$ cat config.mk
export PLATFORM = sky130hd
export DESIGN_NAME = nw_cell_scorer
export DESIGN_NICKNAME = d
export VERILOG_FILES = /design/src/rtl/nw_cell_scorer.sv
export SDC_FILE = /design/constraint.sdc
export NUM_CORES = 1
export LEC_CHECK = 0
export BUFFER_PORTS_ARGS = -buffer_cell sky130_fd_sc_hd__buf_2
export CORE_MARGIN = 1.5
export CORE_UTILIZATION = 30
export CTS_CLUSTER_SIZE = 10
export DETAILED_ROUTE_END_ITERATION = 10
export GPL_ROUTABILITY_DRIVEN = 0
export PLACE_DENSITY = 0.49
export SLEW_MARGIN = 10
export SYNTH_ARGS = -nofsm -noshare
export SYNTH_HDL_FRONTEND = slang
export SYNTH_SLANG_ARGS = --single-unit
$ cat constraint.sdc
create_clock -name clk -period 7.35 [get_ports clk]
set_input_delay 0.3675 -clock clk [delete_from_list [all_inputs] [get_ports clk]]
set_output_delay 0.3675 -clock clk [all_outputs]
set_load 0.01 [all_outputs]
$ cat src/rtl/nw_cell_scorer.sv
// nw_cell_scorer: one Needleman-Wunsch cell, three candidates over three
// phase cycles. in_valid/in_ready operands in; out_valid/out_ready cell_score,dir out.
module nw_cell_scorer #(
  parameter int W        = 8,
  parameter int MATCH    = 1,
  parameter int MISMATCH = -1,
  parameter int GAP      = -2
) (
  input  logic         clk,
  input  logic         rst,
  input  logic         in_valid,
  output logic         in_ready,
  input  logic [W-1:0] diag_score,
  input  logic [W-1:0] up_score,
  input  logic [W-1:0] left_score,
  input  logic [1:0]   char_a,
  input  logic [1:0]   char_b,
  output logic         out_valid,
  input  logic         out_ready,
  output logic [W-1:0] cell_score,
  output logic [1:0]   dir,
  output logic [1:0]   phase
);

  typedef enum logic [1:0] {
    IDLE,
    EVAL,
    DONE
  } state_t;

  localparam logic signed [W:0] MATCH_X = MATCH[W:0];
  localparam logic signed [W:0] MISM_X  = MISMATCH[W:0];
  localparam logic signed [W:0] GAP_X   = GAP[W:0];

  localparam logic signed [W-1:0] SMAX = {1'b0, {(W-1){1'b1}}};
  localparam logic signed [W-1:0] SMIN = {1'b1, {(W-1){1'b0}}};

  state_t state_q, state_d;
  logic [1:0] ph_q;

  logic signed [W-1:0] diag_q, up_q, left_q;
  logic [1:0] a_q, b_q;

  logic signed [W-1:0] best_q;
  logic [1:0]          bdir_q;
  logic signed [W-1:0] cell_q;
  logic [1:0]          dir_q;

  logic signed [W-1:0] opnd;
  logic signed [W:0]   addend;
  logic signed [W:0]   sum;
  logic signed [W-1:0] cand;
  logic                better;

  // One shared adder; the phase picks the operand and the addend.
  always_comb begin
    opnd   = left_q;
    addend = GAP_X;
    unique case (ph_q)
      2'd0: begin
        opnd   = diag_q;
        addend = (a_q == b_q) ? MATCH_X : MISM_X;
      end
      2'd1: opnd = up_q;
      default: opnd = left_q;
    endcase
    sum = {opnd[W-1], opnd} + addend;
    // Sign bits disagree only on overflow: clamp instead of wrapping.
    if (sum[W] != sum[W-1])
      cand = sum[W] ? SMIN : SMAX;
    else
      cand = sum[W-1:0];
    // Strict compare keeps the earlier candidate on ties.
    better = cand > best_q;
  end

  always_comb begin
    state_d = state_q;
    unique case (state_q)
      IDLE: if (in_valid) state_d = EVAL;
      EVAL: if (ph_q == 2'd2) state_d = DONE;
      DONE: if (out_ready) state_d = IDLE;
      default: state_d = IDLE;
    endcase
  end

  always_ff @(posedge clk) begin
    if (rst) begin
      state_q <= IDLE;
      ph_q    <= 2'd0;
      diag_q  <= '0;
      up_q    <= '0;
      left_q  <= '0;
      a_q     <= '0;
      b_q     <= '0;
      best_q  <= '0;
      bdir_q  <= 2'b00;
      cell_q  <= '0;
      dir_q   <= 2'b00;
    end else begin
      state_q <= state_d;
      if (state_q == IDLE && in_valid) begin
        diag_q <= diag_score;
        up_q   <= up_score;
        left_q <= left_score;
        a_q    <= char_a;
        b_q    <= char_b;
        ph_q   <= 2'd0;
      end
      if (state_q == EVAL) begin
        unique case (ph_q)
          2'd0: begin
            best_q <= cand;
            bdir_q <= 2'b00;
            ph_q   <= 2'd1;
          end
          2'd1: begin
            if (better) begin
              best_q <= cand;
              bdir_q <= 2'b01;
            end
            ph_q <= 2'd2;
          end
          default: begin
            cell_q <= better ? cand : best_q;
            dir_q  <= better ? 2'b10 : bdir_q;
            ph_q   <= 2'd0;
          end
        endcase
      end
    end
  end

  assign in_ready   = (state_q == IDLE);
  assign out_valid  = (state_q == DONE);
  assign cell_score = cell_q;
  assign dir        = dir_q;
  assign phase      = (state_q == EVAL) ? ph_q : 2'd0;

endmodule

==> qor.yml <==
critPathCaptureType: "register"
boundaryPins: 46
syn_area_um2: 3150
antennaDiodeCount: 0
clkSlewWorstSetupHoldPaths_ps: 120
fill_cells: 1126
drtIter0Drc: 156
drive_above_1_share: 0.186
fin_cells: 567
grt_overflow_total: 0
ys_warn_count: 0
reg2reg_to: "cell_score[4]$_SDFFE_PP0P_"
hold_buffers: 0
powerDensity_nw_per_um2: 271
ys.flop_type: "dfxtp_1"
cts_root_buf: "clkbuf_8"
crit_start: "ph_q[0]$_SDFFE_PP0P_"
dpl.hpwl_um: 5990
min_period_ps: 5590
dr.pass1.iters: 5
grt_pass1_vias: 2840
vias: 2958
seq_area_um2: 1020
portBuffers: 45
synth_edf_count: 0
relSlewSlack: 0.384
cts.path.max_buffers: 2
rsz0062_at_grt: "false"
mostFrequentLayoutCells: "nand2_1 (76), dfxtp_1 (51), buf_2 (45), a21oi_1 (40), nor2_1 (24)"
p_comb_frac: 0.483
ir_drop_uv: 102
cp.arrival_ps: 5790
hp-class: "in2reg"
setup_violations: 0
ys_seq_area_frac: 0.324
syn2layout_area_growth_pct: 12.2
seqPwrFrac: 0.328
endpoint: "cell_score[4]$_SDFFE_PP0P_"
worstSkewPairLatency_ps: 320
r2r-start: "ph_q[0]$_SDFFE_PP0P_"
total_leakage_power_nw: 1.38
mappedNetlistNets: 448
routed_via_density: 5.22
cts_buffers: 5
max_freq_mhz: 179
ys_types: 74
dieArea_um2: 11100
worstPathRequired_ps: 7560
p_clk_frac: 0.189
final_hold_viol_count: 0
path_class: "reg2reg"
die_w_um: 106
outcome: "completed"
antenna_found_initial: 0
grt_use_total: 0.150
drtAntennaViolNets: 0
power_mw: 0.960
cts_tree: "done"
cts_setup_buffers: 0
start_util: 0.307
async_flop_share: 0
ff2ff_setup_slack_ps: 1760
syn_inst: 399
ctsHtreeMaxLevel: 2
worstRegToRegCells: 16
cp-start-kind: "register"
layout_setup_ws_ps: 1760
cp_max_fo: 22
rows: 37
final-max-slew-violation-count: 0
cts.sinks: 51
swShare: 0.434
wl_um: 8120
placed_cells: 559
p_switching_mw: 0.416
die_h_um: 106
preCtsSetupSlack_ps: 1910
cts_resized: 0
synth_seq_cells: 51
internal_power_mw: 0.544
avgSynthCellArea_um2: 7.91
grt_start_max_net_pins: 45
tightest_slew_ps: 923
core_um2: 10300
skew_ps: 15.9
grt_pass1_wl_um: 13600
routedWlPerCell_um: 14.3
finalNetCount: 479
maxCapViolations: 0
layout_commonest_cell: "nand2_1"
drc: 0
multi_input_area_um2: 1960
setup_tns_ps: 0
period_share: 0.760
==> metal layers <==
metal	track usage	wire, µm	share of wire	up-vias
li1	-	-	-	1499
met1	0.207	4080	0.50	1375
met2	0.237	3530	0.44	70
met3	0.0235	342	0.042	14
met4	0.0521	165	0.020	0
met5	0	0	0	-
==> power by group through the flow <==
stage	Clock, mW	Sequential, mW	Combinational [mW]
6_report	0.181	0.315	0.464
4_1_cts	0.187	0.315	0.459
2_1_floorplan	0	0.313	0.363
5_1_grt	0.199	0.318	0.511
3_5_place_dp	0	0.321	0.454
3_3_place_gp	0	0.321	0.458
==> worst min path at each step <==
stage | start | end | slack [ps] | cells after the start
floorplan | diag_q[0]$_SDFFE_PP0P_ | diag_q[0]$_SDFFE_PP0P_ | 440 | 2
finish | diag_score[7] | diag_q[7]$_SDFFE_PP0P_ | 270 | 3
CTS | diag_score[7] | diag_q[7]$_SDFFE_PP0P_ | 270 | 3
global route | char_a[1] | a_q[1]$_SDFFE_PP0P_ | 270 | 3
global placement | dir[0]$_SDFFE_PP0P_ | dir[0]$_SDFFE_PP0P_ | 440 | 2
detailed placement | up_q[2]$_SDFFE_PP0P_ | up_q[2]$_SDFFE_PP0P_ | 450 | 2
==> cell families (layout without fill, tap and decap cells) <==
family,count (synthesis),in the layout,share of synthesized area
AOI/OAI and AO/OA,128,128,0.290
DFF,51,51,0.324
muxes,9,9,0.0286
xor gates and xnor gates,4,4,0.0111
and+or+nand+nor,151,151,0.221
buffers and inverters,39,71,0.0555
adders and majority gates,17,17,0.0698
==> critical path: stages, from the launching register on <==
cell and delay [ps]:
dfxtp_1 950, mux2i_1 270, o21ai_0 110, ha_1 250, fa_1 410, a211oi_1 500
nor3_2 160, o21ai_2 420, o22ai_1 150, a21boi_0 190, ha_1 410, nand4_1 140
o21bai_1 240, a311oi_4 450, nor2_2 200, a2111oi_0 480, o31ai_1 120
==> cell usage after synthesis (all sizes together) (2+ instances only) <==
cell type	number	area [µm²]
a311oi	2	41.3
nor3	13	81.3
a21o	5	37.5
a311o	2	22.5
clkbuf	14	62.6
o31ai	7	57.6
dfxtp	51	1020
o21bai	3	22.5
a211oi	13	103
nand3	11	55.1
nor2b	5	31.3
nand2	77	292
a22oi	2	15.0
ha	16	200
a21boi	2	26.3
a221oi	3	32.5
nor3b	2	15.0
a2111oi	4	47.6
and3	2	15.0
and2	4	26.3
a211o	2	17.5
nor2	25	96.4
nand2b	3	18.8
o211ai	2	20.0
nor4b	2	17.5
o21ai	24	128
a31oi	3	18.8
mux2i	9	90.1
xnor2	3	26.3
o31a	2	17.5
buf	6	35.0
a21oi	40	200
inv	17	63.8
or2	2	12.5
==> state kept, by name (all words and copies together) (netlist names) <==
name	flops
a_q	2
b_q	2
bdir_q	1
best_q	8
cell_score	8
diag_q	8
dir	2
left_q	8
ph_q	2
state_q	2
up_q	8
==> cell type report <==
type / count / area share
repair buffers: 45 / 0.0636
multi-input cells: 309 / 0.553
well taps: 136 / 0.0481
inverters: 18 / 0.0191
flip-flops and latches: 51 / 0.289
clock inverters: 3 / 0.00778
clock buffers: 5 / 0.0194
==> stage by stage <==
step           hold WS, ps  utilization  area (µm²)
5_1_grt                268        0.344        3540
2_1_floorplan          436            -        3150
3_3_place_gp           440        0.335        3440
6_report               268        0.344        3540
4_1_cts                266        0.344        3540
3_5_place_dp           449        0.335        3440
Power figures use the tool's default switching activity.
